`src/rtl/abs_diff_pkg.sv`:
```
// -----------------------------------------------------------------------------
// abs_diff_pkg
// Shared definitions for the approximate-circuit error sweeper.
//   state_t    : sweeper FSM states (IDLE, SWEEP, DONE)
//   abs_diff_w : width of |a - b| for two unsigned n_out-bit words. The
//                magnitude of the difference never exceeds the larger operand,
//                so it always fits in n_out bits.
// -----------------------------------------------------------------------------
package abs_diff_pkg;

    typedef enum logic [1:0] {
        ST_IDLE  = 2'd0,
        ST_SWEEP = 2'd1,
        ST_DONE  = 2'd2
    } state_t;

    function automatic int abs_diff_w(input int n_out);
        return n_out;
    endfunction

endpackage

```
`src/rtl/err_abs_cmp.sv`:
```
// -----------------------------------------------------------------------------
// err_abs_cmp
// Combinational unsigned absolute difference plus threshold compare.
// Ports:
//   exact  [N_OUT-1:0] : exact circuit response
//   approx [N_OUT-1:0] : approximate circuit response
//   diff               : |exact - approx|, no overflow possible
//   gt_et              : diff > ET
// -----------------------------------------------------------------------------
module err_abs_cmp
    import abs_diff_pkg::*;
#(
    parameter int N_OUT = 3,
    parameter int ET    = 2
) (
    input  logic [N_OUT-1:0]             exact,
    input  logic [N_OUT-1:0]             approx,
    output logic [abs_diff_w(N_OUT)-1:0] diff,
    output logic                         gt_et
);

    // Subtract the smaller from the larger so the result is never negative.
    always_comb begin
        if (exact >= approx) begin
            diff = exact - approx;
        end else begin
            diff = approx - exact;
        end
    end

    // ET may be wider than diff, so compare in int.
    assign gt_et = (int'(diff) > ET);

endmodule

```
`src/rtl/abs_diff_error_sweeper.sv`:
```
// -----------------------------------------------------------------------------
// abs_diff_error_sweeper
// Drives every input vector 0 .. 2^N_IN-1 into an exact and an approximate
// combinational circuit, one vector per cycle, and accumulates error stats.
// Ports:
//   clk, rst   : clock, asynchronous active-high reset
//   start      : begins a sweep (honoured only in IDLE or DONE)
//   vec_out    : vector currently applied to both circuits (registered)
//   exact_in   : exact response to vec_out, same cycle
//   approx_in  : approximate response to vec_out, same cycle
//   busy       : sweep in progress
//   done       : sweep finished, results held until next start
//   max_err    : largest |exact - approx| of current/last sweep
//   err_cnt    : number of vectors where the responses differ
//   viol       : sticky, some difference exceeded ET
//   fail_vec   : first vector that set viol
//   pass       : done and no violation
//   dbg_state  : current FSM state, for observation only
// -----------------------------------------------------------------------------
module abs_diff_error_sweeper
    import abs_diff_pkg::*;
#(
    parameter int N_IN         = 4,
    parameter int N_OUT        = 3,
    parameter int ET           = 2,
    parameter int STOP_ON_VIOL = 0
) (
    input  logic              clk,
    input  logic              rst,
    input  logic              start,
    output logic [N_IN-1:0]   vec_out,
    input  logic [N_OUT-1:0]  exact_in,
    input  logic [N_OUT-1:0]  approx_in,
    output logic              busy,
    output logic              done,
    output logic [N_OUT-1:0]  max_err,
    output logic [N_IN:0]     err_cnt,
    output logic              viol,
    output logic [N_IN-1:0]   fail_vec,
    output logic              pass,
    output state_t            dbg_state
);

    localparam int DIFF_W = abs_diff_w(N_OUT);
    localparam logic [N_IN-1:0] VEC_ONE = 1;
    localparam logic [N_IN:0]   CNT_ONE = 1;

    state_t              state_q, state_d;
    logic [N_IN-1:0]     cnt_q, cnt_d;
    logic [N_OUT-1:0]    max_err_q, max_err_d;
    logic [N_IN:0]       err_cnt_q, err_cnt_d;
    logic                viol_q, viol_d;
    logic [N_IN-1:0]     fail_vec_q, fail_vec_d;
    logic                busy_q, busy_d;
    logic                done_q, done_d;
    logic                pass_q, pass_d;

    logic [DIFF_W-1:0]   diff;
    logic                gt_et;
    logic                first_viol;

    err_abs_cmp #(
        .N_OUT (N_OUT),
        .ET    (ET)
    ) u_cmp (
        .exact  (exact_in),
        .approx (approx_in),
        .diff   (diff),
        .gt_et  (gt_et)
    );

    assign first_viol = gt_et && !viol_q;

    always_comb begin
        state_d    = state_q;
        cnt_d      = cnt_q;
        max_err_d  = max_err_q;
        err_cnt_d  = err_cnt_q;
        viol_d     = viol_q;
        fail_vec_d = fail_vec_q;

        case (state_q)
            ST_IDLE, ST_DONE: begin
                if (start) begin
                    state_d    = ST_SWEEP;
                    cnt_d      = '0;
                    max_err_d  = '0;
                    err_cnt_d  = '0;
                    viol_d     = 1'b0;
                    fail_vec_d = '0;
                end
            end
            ST_SWEEP: begin
                if (diff > max_err_q) begin
                    max_err_d = diff;
                end
                if (diff != '0) begin
                    err_cnt_d = err_cnt_q + CNT_ONE;
                end
                if (first_viol) begin
                    viol_d     = 1'b1;
                    fail_vec_d = cnt_q;
                end
                // Counter parks on the last evaluated vector so vec_out
                // holds in DONE and never wraps into a second pass.
                if ((cnt_q == '1) || ((STOP_ON_VIOL != 0) && first_viol)) begin
                    state_d = ST_DONE;
                end else begin
                    cnt_d = cnt_q + VEC_ONE;
                end
            end
            default: state_d = ST_IDLE;
        endcase

        busy_d = (state_d == ST_SWEEP);
        done_d = (state_d == ST_DONE);
        pass_d = done_d && !viol_d;
    end

    always_ff @(posedge clk or posedge rst) begin
        if (rst) begin
            state_q    <= ST_IDLE;
            cnt_q      <= '0;
            max_err_q  <= '0;
            err_cnt_q  <= '0;
            viol_q     <= 1'b0;
            fail_vec_q <= '0;
            busy_q     <= 1'b0;
            done_q     <= 1'b0;
            pass_q     <= 1'b0;
        end else begin
            state_q    <= state_d;
            cnt_q      <= cnt_d;
            max_err_q  <= max_err_d;
            err_cnt_q  <= err_cnt_d;
            viol_q     <= viol_d;
            fail_vec_q <= fail_vec_d;
            busy_q     <= busy_d;
            done_q     <= done_d;
            pass_q     <= pass_d;
        end
    end

    assign vec_out   = cnt_q;
    assign busy      = busy_q;
    assign done      = done_q;
    assign max_err   = max_err_q;
    assign err_cnt   = err_cnt_q;
    assign viol      = viol_q;
    assign fail_vec  = fail_vec_q;
    assign pass      = pass_q;
    assign dbg_state = state_q;

endmodule

```
`config.mk`:
```
export PLATFORM = sky130hd
export DESIGN_NAME = abs_diff_error_sweeper
export DESIGN_NICKNAME = d
export VERILOG_FILES = /design/src/rtl/abs_diff_pkg.sv /design/src/rtl/err_abs_cmp.sv /design/src/rtl/abs_diff_error_sweeper.sv
export SDC_FILE = /design/constraint.sdc
export NUM_CORES = 1
export LEC_CHECK = 0
export BUFFER_PORTS_ARGS = -buffer_cell sky130_fd_sc_hd__buf_2
export CAP_MARGIN = 20
export CORE_UTILIZATION = 35
export CTS_BUF_LIST = sky130_fd_sc_hd__clkbuf_4 sky130_fd_sc_hd__clkbuf_8
export DETAILED_ROUTE_END_ITERATION = 10
export GPL_TIMING_DRIVEN = 0
export SLEW_MARGIN = 20
export SYNTH_ARGS = -nofsm -noshare
export SYNTH_HDL_FRONTEND = slang
export SYNTH_SLANG_ARGS = --single-unit
```
`constraint.sdc`:
```
create_clock -name clk -period 1.7 [get_ports clk]
set_clock_uncertainty 0.05 [all_clocks]
set_input_delay 0.085 -clock clk [delete_from_list [all_inputs] [get_ports clk]]
set_output_delay 0.085 -clock clk [all_outputs]
set_load 0.05 [all_outputs]
```
# After elaboration in Yosys (flattened, before gate mapping)
# Cells that the tools add are included.
[word_totals] reg_bits=22 inputBits=9 output_inout_bits=22 word_cells=56
[op_classes] n_addsub=4 order_cmp=3 n_eq_ne=10 muxes=18 n_reduce_logical=12
[op_table] operator="one-hot mux 4 bit (2 select lines)" n=2
[op_table] operator="2-to-1 mux 4 bit" n=3
[op_table] operator="AND reduction 3 bit" n=4
[op_table] operator="2-to-1 mux 5 bit" n=2
[op_table] operator="!= test 2 bit, second input constant" n=5
[op_table] operator="one-hot mux 5 bit (2 select lines)" n=1
[op_table] operator="2-to-1 mux 3 bit" n=3
[op_table] operator="one-hot mux 3 bit (2 select lines)" n=1
[op_table] operator="subtractor 3 bit" n=2
[op_table] operator="adder 5 x 1 -> 5 bit, second input constant" n=1
[op_table] operator="adder 4 x 1 -> 4 bit, second input constant" n=1
[op_table] operator="== test 2 x 1 -> 1 bit, second input constant" n=2
[op_table] operator="== test 2 bit, second input constant" n=2
[op_table] operator="== test 4 bit, second input constant" n=1
[op_table] operator="2-to-1 mux 2 bit" n=2
[op_table] operator="one-hot mux 2 bit (2 select lines)" n=1
[op_table] operator=">= comparator 3 bit" n=1
[op_table] operator="greater-than comparator 3 x 2 -> 1 bit, second input constant" n=1
[op_table] operator="greater-than comparator 3 bit" n=1
[op_table] operator="nonzero test 3 bit" n=1
[op_table] operator="logical AND 1 bit" n=2
[op_table] operator="zero test 1 bit" n=2
[op_table] operator="zero test 2 bit" n=1
[op_table] operator="2-to-1 mux 1 bit" n=2
[op_table] operator="other kinds (3)" n=3

# Depth between registers and ports, before layout
# Gate-level depths: netlist of the first run.
[logic_depth] word_depth=8 ltp_mapped=13 ltp_nobuf=13

# By module
# Synthesis of the first run repeated with hierarchy kept, for this count alone.
[unflattened] hier_cells=138 area_unflattened_um2=1341.3
[by_module_without_submodules] mod="abs_diff_error_sweeper" n_inst=1 cells_each=110 area_each_um2=1112.3 seq_area_each_um2=550.5
[by_module_without_submodules] mod="err_abs_cmp" n_inst=1 cells_each=28 area_each_um2=229.0 seq_area_each_um2=0.0

# Least setup slack after synthesis of the first run
# OpenSTA, ideal clock, no wires.
[synth_path] path_kind="input -> register" from="input port approx_in[0]" to="register max_err_q[0] (netlist: max_err[0])" setup_ps=150 arrival_time_ps=2269 t_required_ps=1500 setup_slack_ps=-769 path_stages=12 n_path_buf=0 cell_sequence="inv_1 > ha_1 > inv_1 > fa_1 > nor2b_1 > a211oi_1 > a31oi_1 > and2_1 > ha_1 > a21oi_1 > a311oi_1 > o21ai_0"
[synth_between] elab_chain_len=5 word_cells_on_any_way=9 classes_between="add/sub (2); order compare (2); eq/ne (1); mux (3); reduce/logical (1)"
[synth_rtl] item="from (decl)" line="abs_diff_error_sweeper.sv:33" rtl="input logic [N_OUT-1:0] approx_in,"
[synth_rtl] item="subtractor 3 bit (tied with other cells)" line="err_abs_cmp.sv:27" rtl="diff = approx - exact;"
[synth_rtl] item="2-to-1 mux 3 bit (*)" line="err_abs_cmp.sv:24" rtl="if (exact >= approx) begin"
[synth_rtl] item="greater-than comparator 3 bit" line="abs_diff_error_sweeper.sv:94" rtl="if (diff > max_err_q) begin"
[synth_rtl] item="!= test 2 bit (no source line)"
[synth_rtl] item="AND reduction 3 bit (no source line)"
[synth_rtl] item="to (signal assigned)" line="abs_diff_error_sweeper.sv:134" rtl="max_err_q <= max_err_d;"
[synth_rtl] item="to (decl)" line="abs_diff_error_sweeper.sv:50" rtl="logic [N_OUT-1:0] max_err_q, max_err_d;"
# Mark *: on every way between the ends. The rest lies on a longest branch, timed or not. The select of a mux whose other input is x is not followed.
# A chain may end at the register's enable or synchronous reset.

# Worst setup path in the final report of the first run
[layout_path] from="input port approx_in[0]" to="register max_err_q[2] (netlist: max_err[2])"
# The elaborated chain is that of the path after synthesis.

==> impl_metrics.yaml, run 1 <==
status:
  status: "complete, but fails checks"
  failed_checks: "negative setup slack"
place:
  gp_congestion: 0.7976
  post-place-ws_ps: -809.5
  dp_cells: 207
  io_buffers: 30
  dpl.hpwl_um: 2025
global_routing:
  grt_max_degree: 23
  grt_pass1_wl_um: 4650
  antenna_found_initial: 0
  overflow: 0
  grt_usage: 0.1473
  grt_pass1_vias: 1074
worst_setup_path:
  end_kind: "flop"
  slowest_stage: "fa_2"
  slowest_delay_ps: 420
  critPathLaunchType: "input pin"
  crit_arrival_ps: 2130
  required_ps: 1860
  cp_common_cell: "ha_4"
  crit_chain: "buf_12, ha_4, inv_2, fa_2, mux2_4, ha_4, a21o_1, a21oi_4, a311oi_4, nand3_1, o31ai_1"
  critPathMaxFanout: 6
  crit_family: "adder cells"
  crit_buf_inv: 2
  criticalPathCategory: "in2reg"
logic_synthesis:
  yosys.area.top_type: "dfrtp_1"
  synthDistinctLibCells: 31
  synthTopCellsByArea: "dfrtp_1, ha_1, nand3_1"
  yosys_warnings: 0
  synth_fp_nets: 152
  ys_ff_latch: 22
  ys_seq_area_frac: 0.4293
  synth_most_common_cell: "dfrtp_1"
  avgSynthCellArea_um2: 9.790
  yosys_most_used_dff: "dfrtp_1"
  ys_top_cells_by_count: "dfrtp_1, inv_1, nand2_1, nand3_1, ha_1"
  syn_inst: 131
  synth_area_um2: 1282
  synth-async-reset-ratio: 1.000
  synth_edf_count: 0
  synth_top_area_share: 0.4293
sta:
  period_needed_ps: 1974
  max_slew_margin: 0.4679
  rsz0062_at_grt: "yes"
  hold_viol: 0
  fmax_mhz: 506.7
  slew_viol_final: 0
  fin_ws_ps: -273.7
  final-setup-viol-count: 3
  timing.final.crit_share: 1.161
  worst_slew_pin_slew_ps: 797.3
floorplanning:
  dieHeight_um: 62.53
  initial_core_util: 0.3755
  core_um2: 3416
  die-area_um2: 3910
  boundaryPins: 31
  rows: 21
  die_w_um: 62.53
layout:
  n_fill_cell: 321
  diodes: 0
  finalCoreUtilization: 0.5300
  syn_to_final_growth_pct: 41.17
  layout-drive-gt1-share: 0.4360
  fin_cells: 218
  fin_nets: 195
drt:
  postRouteAntennaNets: 0
  drc: 0
  avgRoutedWirePerCell_um: 12.31
  drt-initial-drc-count: 25
  wirelength_um: 2684
  first_pass_iters: 4
  via_per_inst: 4.954
  num_vias: 1080
worst_hold_path:
  min_path_type: "in2reg"
clock_tree:
  cts_root_buf: "clkbuf_4"
  cts_made_buffers: 3
  cts_tree: "done"
  insertion_delay_ps: 300
  clock_path_buffers: 2
  cts_max_level: 1
  clkTransAtPathRegs_ps: 120
  cts_sinks: 22
power_and_ir_drop:
  power_mw: 3.282
  peakVddDrop_mv: 1.093
  power_leakage_nw: 0.8324
  powerDensity_nw_per_um2: 1813
flow_run:
  drv_cap: 0
-- report_power, final --
group          total (mW)  internal (mW)  switching (mW)
Clock               0.233         0.0826           0.151
Combinational        2.12          0.698            1.42
Sequential          0.931          0.735           0.196
-- metal layers --
| layer | GRT usage | wire, um | up-vias |
|---|---|---|---|
| met3 | 0.03285 | 117 | 2 |
| met2 | 0.2609 | 1369 | 25 |
| met1 | 0.1791 | 1180 | 514 |
| met5 | 0 | 0 | - |
| met4 | 0.03779 | 17 | 0 |
| li1 | - | - | 539 |
-- worst reg2reg max path, cell delays in order (launching register included) --
cell	delay [ps]
dfrtp_1	470
nor2b_1	310
nor2_1	150
a311oi_4	380
nand3_1	120
o31ai_1	90
-- stage by stage --
stage / setup TNS (ps) / hold slack [ps] / cell area, um2
2_1_floorplan: -1450 / 24.23 / 1398
3_3_place_gp: -5319 / 235.3 / 1605
3_5_place_dp: -5532 / 239.4 / 1605
4_1_cts: -1386 / 44.15 / 1795
5_1_grt: -969.5 / 67.22 / 1810
6_report: -754.3 / 63.49 / 1810
-- placed cells by master, fill, tap and decap left out, types with 2 or more instances in the layout --
master	instances
a21o_1	2
a21oi_1	2
a31oi_2	2
and2_4	2
buf_2	26
buf_4	7
buf_6	4
clkbuf_4	3
dfrtp_1	22
fa_2	2
ha_1	3
ha_4	6
inv_1	8
inv_2	4
mux2i_1	3
nand2_1	14
nand2b_1	2
nand2b_4	2
nand3_1	14
nor2_1	3
nor2b_1	5
o21ai_0	5
o21ai_1	3
o22ai_1	2
o31ai_1	3
-- sequential cells by signal (all words and copies together), names as in the netlist --
signal,flops
busy,1
dbg_state,2
done,1
err_cnt,5
fail_vec,4
max_err,3
pass,1
vec_out,4
viol,1
-- worst paths after layout --
check                                            start                     end  slack, ps  cells past startpoint
worst max-delay path                      approx_in[0]  max_err[2]$_DFFE_PP0P_       -270                     11
worst min-delay path                             start          done$_DFF_PP0_         60                      4
worst max register to register  dbg_state[0]$_DFF_PP0_  max_err[2]$_DFFE_PP0P_         30                      5
worst min register to register  err_cnt[4]$_DFFE_PP0P_  err_cnt[4]$_DFFE_PP0P_        430                      1
max in group asynchronous                          rst  max_err[1]$_DFFE_PP0P_        700                      3
min in group asynchronous                          rst  vec_out[0]$_DFFE_PP0P_        410                      3
-- logic make-up (layout without fill, tap and decap cells) --
| kind of cell | Yosys count | after routing | synth area share |
|---|---|---|---|
| and+or+nand+nor | 46 | 46 | 0.1776 |
| AOI/OAI and AO/OA | 30 | 30 | 0.1678 |
| DFF | 22 | 22 | 0.4293 |
| buffers and inverters | 17 | 58 | 0.06146 |
| adders and majority gates | 12 | 12 | 0.1288 |
| muxes | 4 | 4 | 0.03512 |
-- timing repair --
| action | CTS | global route |
|---|---|---|
| endpoints found under the hold margin | 22 | 0 |
| resized for setup | 21 | 6 |
| cloned | 0 | 0 |
| hold buffers | 1 | 0 |
| pin swaps | 14 | 12 |
| setup endpoints to repair | 5 | 14 |
| setup buffers | 8 | 1 |
-- layout make-up --
type                    instances  area, um2  share of cell area
plain buffers                   2      22.52             0.01244
clock buffers                   3      22.52             0.01244
inverters                      15      76.32             0.04216
multi-input cells              92      830.8              0.4589
flip-flops and latches         22      550.5              0.3041
well taps                      46      57.56             0.03179
repair buffers                 38      250.2              0.1382
(Power assumes the default switching activity.)
==> inputs of run 2 (changes only) <==
--- a/config.mk
+++ b/config.mk
@@ -7,6 +7,7 @@
 export LEC_CHECK = 0
 export BUFFER_PORTS_ARGS = -buffer_cell sky130_fd_sc_hd__buf_2
 export CAP_MARGIN = 20
+export CORE_ASPECT_RATIO = 1.4
 export CORE_UTILIZATION = 35
 export CTS_BUF_LIST = sky130_fd_sc_hd__clkbuf_4 sky130_fd_sc_hd__clkbuf_8
 export DETAILED_ROUTE_END_ITERATION = 10
==> run 2 against run 1 <==
Effect of this change: the flow still finishes with violations (negative setup slack); clock power is 61% higher; first-iteration DRC count is 36% lower; die area hardly changed; non-clock buffer count is 3 higher; cell count is 0.92% lower; via count is 3.4% higher; worst setup slack worse by 29 ps; global-route usage is 2.3 points higher.
==> impl_metrics.yaml, run 2 (same netlist as run 1, synthesis figures left out) <==
clock_tree:
  clock_path_buffers: 2
  cts_root_buf: "clkbuf_8"
  clkTransAtPathRegs_ps: 80
  insertion_delay_ps: 260
  cts_tree: "done"
  cts_made_buffers: 3
  cts_max_level: 1
  cts_sinks: 22
drt:
  drc: 0
  avgRoutedWirePerCell_um: 14.29
  via_per_inst: 5.171
  postRouteAntennaNets: 0
  num_vias: 1117
  drt-initial-drc-count: 16
  wirelength_um: 3086
  first_pass_iters: 4
worst_setup_path:
  slowest_delay_ps: 440
  r2r_end: "max_err[2]$_DFFE_PP0P_"
  cp_common_cell: "ha_4"
  required_ps: 1820
  end_kind: "flop"
  critPathMaxFanout: 6
  slowest_stage: "fa_2"
  crit_chain: "buf_8, clkinv_4, ha_4, inv_4, fa_2, mux2_4, ha_4, a21o_1, a21oi_4, a311oi_4, nand3_1, o31ai_1"
  rr_worst_depth: 5
  criticalPathCategory: "in2reg"
  reg2reg_from: "dbg_state[0]$_DFF_PP0_"
  crit_arrival_ps: 2130
  reg2reg_slack_ps: 90
  critPathLaunchType: "input pin"
power_and_ir_drop:
  power_leakage_nw: 0.8724
  pwr-share-seq: 0.268
  powerDensity_nw_per_um2: 1853
  sw_frac_of_total: 0.5192
  clkPwrFrac: 0.107
  peakVddDrop_mv: 1.314
  p_int_mw: 1.682
  power_mw: 3.499
  combPwrFrac: 0.625
  power.switching_mw: 1.817
sta:
  worst_slew_pin_slew_ps: 835.0
  slew_viol_final: 0
  max_slew_margin: 0.4427
  period_needed_ps: 2002
  rsz0062_at_grt: "yes"
  hold_viol: 0
  final-setup-viol-count: 14
  timing.final.crit_share: 1.178
  hold_ws_ps: 119.7
  fin_ws_ps: -302.4
  fmax_mhz: 499.4
floorplanning:
  dieHeight_um: 73.63
  die_w_um: 53.16
  rows: 25
  initial_core_util: 0.3727
  die-area_um2: 3914
  core_um2: 3441
  boundaryPins: 31
global_routing:
  grt_pass1_wl_um: 4919
  grt_usage: 0.1705
  antenna_found_initial: 0
  grt_max_degree: 23
  grt_pass1_vias: 1094
  overflow: 0
worst_hold_path:
  whs_path_depth: 4
  hp-start: "start"
  min_path_type: "in2reg"
  holdPathEnd: "done$_DFF_PP0_"
flow_run:
  drv_cap: 0
layout:
  fin_nets: 198
  syn_to_final_growth_pct: 47.22
  largest_reg_flops: 5
  layout-drive-gt1-share: 0.4659
  most-common-layout-cells: "buf_2, dfrtp_1, nand3_1, nand2_1, buf_4"
  diodes: 0
  n_fill_cell: 308
  final_common_cell: "buf_2"
  finalCoreUtilization: 0.5487
  post-route-cell-area_um2: 1888
status:
  failed_checks: "negative setup slack"
  status: "complete, but fails checks"
place:
  post-place-ws_ps: -849.4
  gp_congestion: 0.7204
  dpl.hpwl_um: 2194
  place_area_um2: 1598
  io_buffers: 30
## run 2: critical path: cells and delay by family
kind / cells / cell delay, ps
AND/OR/NAND/NOR: 1 / 130
adder cells (fa/ha/maj): 3 / 840
buffers and inverters: 3 / 180
AO/OA/AOI/OAI: 4 / 590
multiplexers: 1 / 300
## run 2: worst max-delay path by stage
stage	startpoint	end	cells after the start
2_1_floorplan	approx_in[0]	max_err[1]$_DFFE_PP0P_	12
6_report	exact_in[0]	max_err[2]$_DFFE_PP0P_	12
3_3_place_gp	approx_in[0]	max_err[2]$_DFFE_PP0P_	11
4_1_cts	approx_in[0]	max_err[2]$_DFFE_PP0P_	14
3_5_place_dp	approx_in[0]	max_err[2]$_DFFE_PP0P_	11
5_1_grt	exact_in[0]	max_err[2]$_DFFE_PP0P_	12
## run 2: area by class of cell
type,instances,area (um2),share of cell area
Inverter,15,78.83,0.04175
Sequential cell,22,550.5,0.2916
Multi-Input combinational cell,92,848.3,0.4493
Clock buffer,4,55.05,0.02916
Timing Repair Buffer,41,282.8,0.1498
Buffer,2,22.52,0.01193
Tap cell,40,50.05,0.02651
## run 2: stage by stage
| stage | setup TNS (ps) | std cells |
|---|---|---|
| 3_5_place_dp | -5942 | 201 |
| 4_1_cts | -1166 | 213 |
| 5_1_grt | -2734 | 216 |
| 2_1_floorplan | -1450 | 131 |
| 3_3_place_gp | -5413 | 201 |
| 6_report | -1826 | 216 |
## run 2: timing repair
item / 4_1_cts / 5_1_grt
setup endpoints to repair: 13 / 14
resized for setup: 19 / 14
endpoints found under the hold margin: 22 / 0
hold buffers: 1 / 0
buffers inserted: 7 / 3
pin swaps: 13 / 10
## run 2: power groups by stage
stage	sequential [mW]	combinational, mW	clock, mW
after floorplan	1.62	0.791	0
after global placement	0.932	1.89	0
after detailed placement	0.942	1.92	0
after CTS	0.938	2.11	0.380
after global routing	0.978	2.35	0.397
final	0.939	2.19	0.374
## run 2: layer usage
metal | global-route usage | up-vias | share of wire
met3 | 0.01449 | 4 | 0.026
met5 | 0 | - | 0
met2 | 0.3094 | 22 | 0.56
met4 | 0.05263 | 0 | 0.010
li1 | - | 543 | -
met1 | 0.2076 | 548 | 0.40
